`config.mk`:
```
export PLATFORM = sky130hd
export DESIGN_NAME = secret_result_fifo_flat
export DESIGN_NICKNAME = d
export VERILOG_FILES = /design/src/rtl/secret_pkg.sv /design/src/rtl/secret_result_fifo_if.sv /design/src/rtl/secret_fifo_mem.sv /design/src/rtl/secret_result_fifo.sv /design/src/flat_wrapper.sv
export SDC_FILE = /design/constraint.sdc
export NUM_CORES = 1
export LEC_CHECK = 0
export CORE_UTILIZATION = 30
export CTS_CLUSTER_DIAMETER = 60
export DETAILED_ROUTE_END_ITERATION = 6
export GPL_ROUTABILITY_DRIVEN = 0
export PLACE_DENSITY = 0.46
export SYNTH_ARGS = -nofsm -noshare
export SYNTH_HDL_FRONTEND = slang
export SYNTH_SLANG_ARGS = --single-unit
```
`constraint.sdc`:
```
create_clock -name clk -period 3.65 [get_ports clk]
set_input_delay 0.5475 -clock clk [delete_from_list [all_inputs] [get_ports clk]]
set_output_delay 0.5475 -clock clk [all_outputs]
set_load 0.005 [all_outputs]
```
`src/rtl/secret_pkg.sv`:
```
// Shared constants and types for the secret result FIFO slice.
package secret_pkg;

    localparam int SECRET_DATA_W     = 32;
    localparam int SECRET_DEPTH      = 4;
    localparam int SECRET_DROP_CNT_W = 8;

    typedef logic [SECRET_DATA_W-1:0] secret_word_t;

endpackage

```
`src/rtl/secret_result_fifo_if.sv`:
```
// Stream and status bundle between the result FIFO (slave) and its producer/consumer (master).
// The checksum signal exists only when SECRET_RESULT_FIFO_CHECKSUM_EN is defined.
interface secret_result_fifo_if
    import secret_pkg::*;
#(
    parameter int DATA_W     = SECRET_DATA_W,
    parameter int DEPTH      = SECRET_DEPTH,
    parameter int DROP_CNT_W = SECRET_DROP_CNT_W
);

    logic                       in_valid;
    logic [DATA_W-1:0]          in_data;
    logic                       flush;
    logic                       out_valid;
    logic                       out_ready;
    logic [DATA_W-1:0]          out_data;
    logic [$clog2(DEPTH):0]     count;
    logic                       full;
    logic                       empty;
    logic [DROP_CNT_W-1:0]      drop_cnt;
`ifdef SECRET_RESULT_FIFO_CHECKSUM_EN
    logic [DATA_W-1:0]          checksum;

    modport slave (
        input  in_valid, in_data, flush, out_ready,
        output out_valid, out_data, count, full, empty, drop_cnt, checksum
    );
    modport master (
        output in_valid, in_data, flush, out_ready,
        input  out_valid, out_data, count, full, empty, drop_cnt, checksum
    );
`else
    modport slave (
        input  in_valid, in_data, flush, out_ready,
        output out_valid, out_data, count, full, empty, drop_cnt
    );
    modport master (
        output in_valid, in_data, flush, out_ready,
        input  out_valid, out_data, count, full, empty, drop_cnt
    );
`endif

endinterface

```
`src/rtl/secret_fifo_mem.sv`:
```
// DEPTH x DATA_W register-file storage: one synchronous write port, one asynchronous read port.
module secret_fifo_mem
    import secret_pkg::*;
#(
    parameter int DATA_W = SECRET_DATA_W,
    parameter int DEPTH  = SECRET_DEPTH,
    localparam int ADDR_W = $clog2(DEPTH)
) (
    input  logic              clk,
    input  logic              we_i,
    input  logic [ADDR_W-1:0] waddr_i,
    input  logic [DATA_W-1:0] wdata_i,
    input  logic [ADDR_W-1:0] raddr_i,
    output logic [DATA_W-1:0] rdata_o
);

    logic [DATA_W-1:0] mem_q [DEPTH];

    // NOTE: storage has no reset; occupancy is tracked by pointers/count, so stale words are never exposed.
    always_ff @(posedge clk) begin
        if (we_i) begin
            mem_q[waddr_i] <= wdata_i;
        end
    end

    assign rdata_o = mem_q[raddr_i];

endmodule

```
`src/rtl/secret_result_fifo.sv`:
```
// Result buffer behind the non-stallable secret core: drops and counts words on overflow.
// Define SECRET_RESULT_FIFO_CHECKSUM_EN to add a running checksum of popped words.
module secret_result_fifo
    import secret_pkg::*;
#(
    parameter int DATA_W     = SECRET_DATA_W,
    parameter int DEPTH      = SECRET_DEPTH,
    parameter int DROP_CNT_W = SECRET_DROP_CNT_W
) (
    input  logic                 clk,
    input  logic                 rst_n,
    secret_result_fifo_if.slave  bus
);

    localparam int PTR_W = $clog2(DEPTH);
    localparam int CNT_W = PTR_W + 1;
    localparam logic [CNT_W-1:0] FULL_CNT = CNT_W'(DEPTH);

    logic [PTR_W-1:0]      wr_ptr_q, wr_ptr_d;
    logic [PTR_W-1:0]      rd_ptr_q, rd_ptr_d;
    logic [CNT_W-1:0]      count_q, count_d;
    logic [DROP_CNT_W-1:0] drop_cnt_q, drop_cnt_d;
    logic [DATA_W-1:0]     rd_data;

    logic empty, full;
    logic pop_req, pop, push, drop;

    assign empty = (count_q == '0);
    assign full  = (count_q == FULL_CNT);

    // pop_req frees a slot for a same-cycle push; flush cancels both the transfer and the push.
    assign pop_req = !empty && bus.out_ready;
    assign pop     = pop_req && !bus.flush;
    assign push    = bus.in_valid && (!full || pop_req) && !bus.flush;
    assign drop    = bus.in_valid && full && !pop_req && !bus.flush;

    secret_fifo_mem #(
        .DATA_W (DATA_W),
        .DEPTH  (DEPTH)
    ) u_mem (
        .clk     (clk),
        .we_i    (push),
        .waddr_i (wr_ptr_q),
        .wdata_i (bus.in_data),
        .raddr_i (rd_ptr_q),
        .rdata_o (rd_data)
    );

    // NOTE: every signal gets a default at the top of always_comb so no path can infer a latch.
    always_comb begin
        wr_ptr_d   = wr_ptr_q;
        rd_ptr_d   = rd_ptr_q;
        count_d    = count_q;
        drop_cnt_d = drop_cnt_q;

        if (bus.flush) begin
            wr_ptr_d = '0;
            rd_ptr_d = '0;
            count_d  = '0;
        end else begin
            if (push) wr_ptr_d = wr_ptr_q + 1'b1;
            if (pop)  rd_ptr_d = rd_ptr_q + 1'b1;
            unique case ({push, pop})
                2'b10:   count_d = count_q + 1'b1;
                2'b01:   count_d = count_q - 1'b1;
                default: count_d = count_q;
            endcase
        end

        if (drop && (drop_cnt_q != '1)) begin
            drop_cnt_d = drop_cnt_q + 1'b1;
        end
    end

    // NOTE: sequential state uses non-blocking assignments so all registers update from pre-edge values.
    always_ff @(posedge clk or negedge rst_n) begin
        if (!rst_n) begin
            wr_ptr_q   <= '0;
            rd_ptr_q   <= '0;
            count_q    <= '0;
            drop_cnt_q <= '0;
        end else begin
            wr_ptr_q   <= wr_ptr_d;
            rd_ptr_q   <= rd_ptr_d;
            count_q    <= count_d;
            drop_cnt_q <= drop_cnt_d;
        end
    end

    assign bus.out_valid = !empty;
    assign bus.out_data  = empty ? '0 : rd_data;
    assign bus.count     = count_q;
    assign bus.full      = full;
    assign bus.empty     = empty;
    assign bus.drop_cnt  = drop_cnt_q;

`ifdef SECRET_RESULT_FIFO_CHECKSUM_EN
    logic [DATA_W-1:0] checksum_q, checksum_d;

    always_comb begin
        checksum_d = checksum_q;
        if (pop) checksum_d = checksum_q + rd_data;
    end

    always_ff @(posedge clk or negedge rst_n) begin
        if (!rst_n) checksum_q <= '0;
        else        checksum_q <= checksum_d;
    end

    assign bus.checksum = checksum_q;
`endif

endmodule

```
`src/flat_wrapper.sv`:
```
// flat-port wrapper written by rule: the top's interface ports become plain ports
module secret_result_fifo_flat import secret_pkg::*;
#(
    parameter int DATA_W     = SECRET_DATA_W,
    parameter int DEPTH      = SECRET_DEPTH,
    parameter int DROP_CNT_W = SECRET_DROP_CNT_W
)
  (clk, rst_n, bus_in_valid, bus_in_data, bus_flush, bus_out_ready, bus_out_valid, bus_out_data, bus_count, bus_full, bus_empty, bus_drop_cnt);
  secret_result_fifo_if #(.DATA_W(DATA_W), .DEPTH(DEPTH), .DROP_CNT_W(DROP_CNT_W)) bus_i ();
  input  logic clk;
  input  logic rst_n;
  input wire logic [$bits(bus_i.in_valid)-1:0] bus_in_valid;
  input wire logic [$bits(bus_i.in_data)-1:0] bus_in_data;
  input wire logic [$bits(bus_i.flush)-1:0] bus_flush;
  input wire logic [$bits(bus_i.out_ready)-1:0] bus_out_ready;
  output wire logic [$bits(bus_i.out_valid)-1:0] bus_out_valid;
  output wire logic [$bits(bus_i.out_data)-1:0] bus_out_data;
  output wire logic [$bits(bus_i.count)-1:0] bus_count;
  output wire logic [$bits(bus_i.full)-1:0] bus_full;
  output wire logic [$bits(bus_i.empty)-1:0] bus_empty;
  output wire logic [$bits(bus_i.drop_cnt)-1:0] bus_drop_cnt;
  assign bus_i.in_valid = bus_in_valid;
  assign bus_i.in_data = bus_in_data;
  assign bus_i.flush = bus_flush;
  assign bus_i.out_ready = bus_out_ready;
  assign bus_out_valid = bus_i.out_valid;
  assign bus_out_data = bus_i.out_data;
  assign bus_count = bus_i.count;
  assign bus_full = bus_i.full;
  assign bus_empty = bus_i.empty;
  assign bus_drop_cnt = bus_i.drop_cnt;
  secret_result_fifo #(.DATA_W(DATA_W), .DEPTH(DEPTH), .DROP_CNT_W(DROP_CNT_W)) u_core (.clk(clk), .rst_n(rst_n), .bus(bus_i));
endmodule
```
==> results.md <==
- Routed WL: 11440 um
- Vias in the first global route: 3205
- Sequential share of the synthesized area: 0.7338
- H-Tree Depth: 4
- Core area: 18770 sq um
- # setup viols final: 0
- Worst slew pin tran: 738.9 ps
- Number of nets in the layout: 434
- Proportion of synthesized area in mux cells: 0.1328
- Mapped Area: 5749 sq um
- Crit-path max FO: 25
- Drt first-iter violations: 96
- Synth Area in Compound Gates: 0.01850
- Die area: 19720 sq um
- Initial Utilization: 0.3063
- Number of placement rows: 50
- Outcome: complete, no violations
- Most frequent cells in the layout: 128 x edfxtp_1, 82 x clkdlybuf4s50_1, 34 x and2_1
- # clock sinks: 143
- Drt pass-1 iters: 6
- All-Layer GR Usage: 0.1247
- Initial antenna violation count: 0
- Yosys top cell by area: edfxtp_1
- Net count after synthesis: 341
- Fill cell count: 1697
- Remaining global-route overflow: 0
- Detailed placer's ending HPWL: 7241 um
- Critical path type: reg2out
- CTS tree: yes
- Synth Area in Adders: 0.01436
- DRC viols: 0
- Syn Inst Count: 298
- Clk_lat worst skew: 420 ps
- Most common cell after layout, fill and taps aside: edfxtp_1
- HP Class: reg2reg
- Top cells by area, synth: edfxtp_1 67%, mux4_2 13%, dfrtp_1 6.5%, and2_1 4.1%, ha_1 1.1%
- Avg Cell Area, Syn: 19.29 sq um
- Wire per inst: 17.92 um
- Slew Limit Headroom: 0.5058
- Req. time, crit path: 3100 ps
- Max Cap Violations: 0
- First-pass GRT wire length: 17680 um
- Top-area cell type share of the netlist area: 0.6686
- RSZ-0062 raised after global routing: false
- Io pins: 83
- Share of layout cells above drive strength 1: 0.2005
- Die X: 140.4 um
- Max Transition Viols Final: 0
- Largest net degree at the start of global routing: 26
- Register bit total from synthesis: 143
- Minimum clock period after layout: 3052 ps
- Die Ht: 140.4 um
- Post-synth cell types: 35
- CTS clk-pin slew, worst paths: 60 ps
- Fin Setup TNS: 0 ps
- Fmax: 327.6 MHz
- Post-Synth XOR/XNOR Area: 0.01371
- Final Skew: 10.79 ps
- Final number of hold-violating endpoints: 0
- Simple logic cell fraction of the synthesized area: 0.07073
- Leak: 2.520 nW
- Main combinational cell family by area after synthesis: multiplexers
- Via count: 2954
- Clock Tree Buf Depth: 2
- # resized after CTS: 0
- Tcrit/Tclk final: 0.8363
- Startpoint types: flip-flop
- Synth Warn #: 0
- Setup Fix Bufs, Post-CTS: 0
- Final antenna diode count: 0
- Layout area overhead: 32.40%
- Vias per cell: 4.630
- CTS Hold Bufs: 0
- Root Driver: clkbuf_16
- VDD IR-drop max: 297.4 uV
- Crit. End Element: primary output
- Port Buffers: 82
- Final core utilization: 0.4056
- Routed Antenna Nets: 0
- Num CTS Buffers: 17
- CP arrival: 2500 ps
- Pwr Density: 587.6 nW/um^2
-- logic make-up (layout without fill, tap and decap cells) --
logic type,after synthesis,after routing
flip-flops,143,143
AND/OR/NAND/NOR,69,69
multiplexers,36,36
buffers and inverters,21,127
AO/OA/AOI/OAI,14,14
XOR/XNOR,9,9
adder cells (fa/ha/maj),6,6
-- routing by layer --
metal  GRT usage  routed length, um  vias up
li1            -                  -     1353
met1      0.1553               5002     1509
met2      0.2008               5590       84
met3     0.04786                750        8
met4     0.03817                 91        0
met5           0                  0        -
-- synth_stat cells --
| library cell | n |
|---|---|
| edfxtp_1 | 128 |
| clkbuf_1 | 10 |
| nand2_1 | 5 |
| xor2_1 | 4 |
| nand2b_1 | 2 |
| or4b_1 | 1 |
| mux2i_1 | 2 |
| mux2_2 | 2 |
| and4_1 | 2 |
| buf_2 | 5 |
| o21bai_1 | 1 |
| a211oi_4 | 1 |
| ha_1 | 5 |
| a2111oi_0 | 1 |
| xnor2_1 | 5 |
| mux4_2 | 32 |
| fa_1 | 1 |
| nor2_1 | 8 |
| a21boi_0 | 1 |
| and3_1 | 1 |
| dfrtp_1 | 15 |
| o211ai_1 | 1 |
| a31oi_1 | 2 |
| a211oi_1 | 2 |
| nand3_1 | 5 |
| nand4_1 | 2 |
| and2_1 | 38 |
| a21oi_1 | 3 |
| o21ai_0 | 1 |
| o31ai_1 | 1 |
| nor2_4 | 1 |
| nor2b_1 | 2 |
| or3_1 | 2 |
| buf_6 | 1 |
| inv_1 | 5 |
-- worst max-delay path: stages (launching register included) --
cell	delay, ps
dfrtp_2	580
buf_12	290
mux4_2	580
and2_1	190
clkdlybuf4s50_1	450
-- path summary, 6_finish.rpt --
path                       cells after the start                     end  slack [ps]                    from
max in group asynchronous                      1      u_core.rd_ptr_q[0]        2560                   rst_n
max reg2reg                                    7     u_core.bus.count[1]        1170     u_core.bus.count[0]
min in group asynchronous                      1  u_core.bus.drop_cnt[3]         570                   rst_n
min                                            1  u_core.bus.drop_cnt[5]         510  u_core.bus.drop_cnt[5]
min reg2reg                                    1  u_core.bus.drop_cnt[5]         510  u_core.bus.drop_cnt[5]
max                                            4        bus_out_data[27]         600      u_core.rd_ptr_q[0]
-- registers in the layout, indices dropped and copies added, names as in the netlist --
name	cells
u_core.bus.drop_cnt	8
u_core.wr_ptr_q	2
u_core.bus.count	3
u_core.rd_ptr_q	2
u_core.u_mem.mem_q	128
-- stage by stage --
step	cells	total power [W]	worst slack [ps]	instance area [sq um]	hold WS, ps
4_1_cts	638	0.004541	477.0	7612	515.9
3_5_place_dp	606	0.002522	517.3	6919	502.9
6_report	638	0.004473	597.7	7612	510.4
2_1_floorplan	298	0.002194	1264	5749	251.9
3_3_place_gp	606	0.002516	570.8	6919	505.0
5_1_grt	638	0.004646	376.2	7612	555.9
-- power by group --
group          switching, W  total, W  internal [W]
Combinational      0.000232  0.000577      0.000345
Clock              0.000652   0.00200       0.00135
Sequential        0.0000463   0.00189       0.00185
Total              0.000930   0.00447       0.00354
-- layout make-up --
class	count	area (sq um)	area share
inverter	5	18.77	0.002465
clock inverter	14	264.0	0.03468
timing repair buffer	90	943.4	0.1239
tap	234	292.8	0.03846
sequential	143	4222	0.5546
multi-input combinational	134	1443	0.1895
clock buffer	18	429.2	0.05638
No activity file was read; power rests on OpenSTA's default activity.
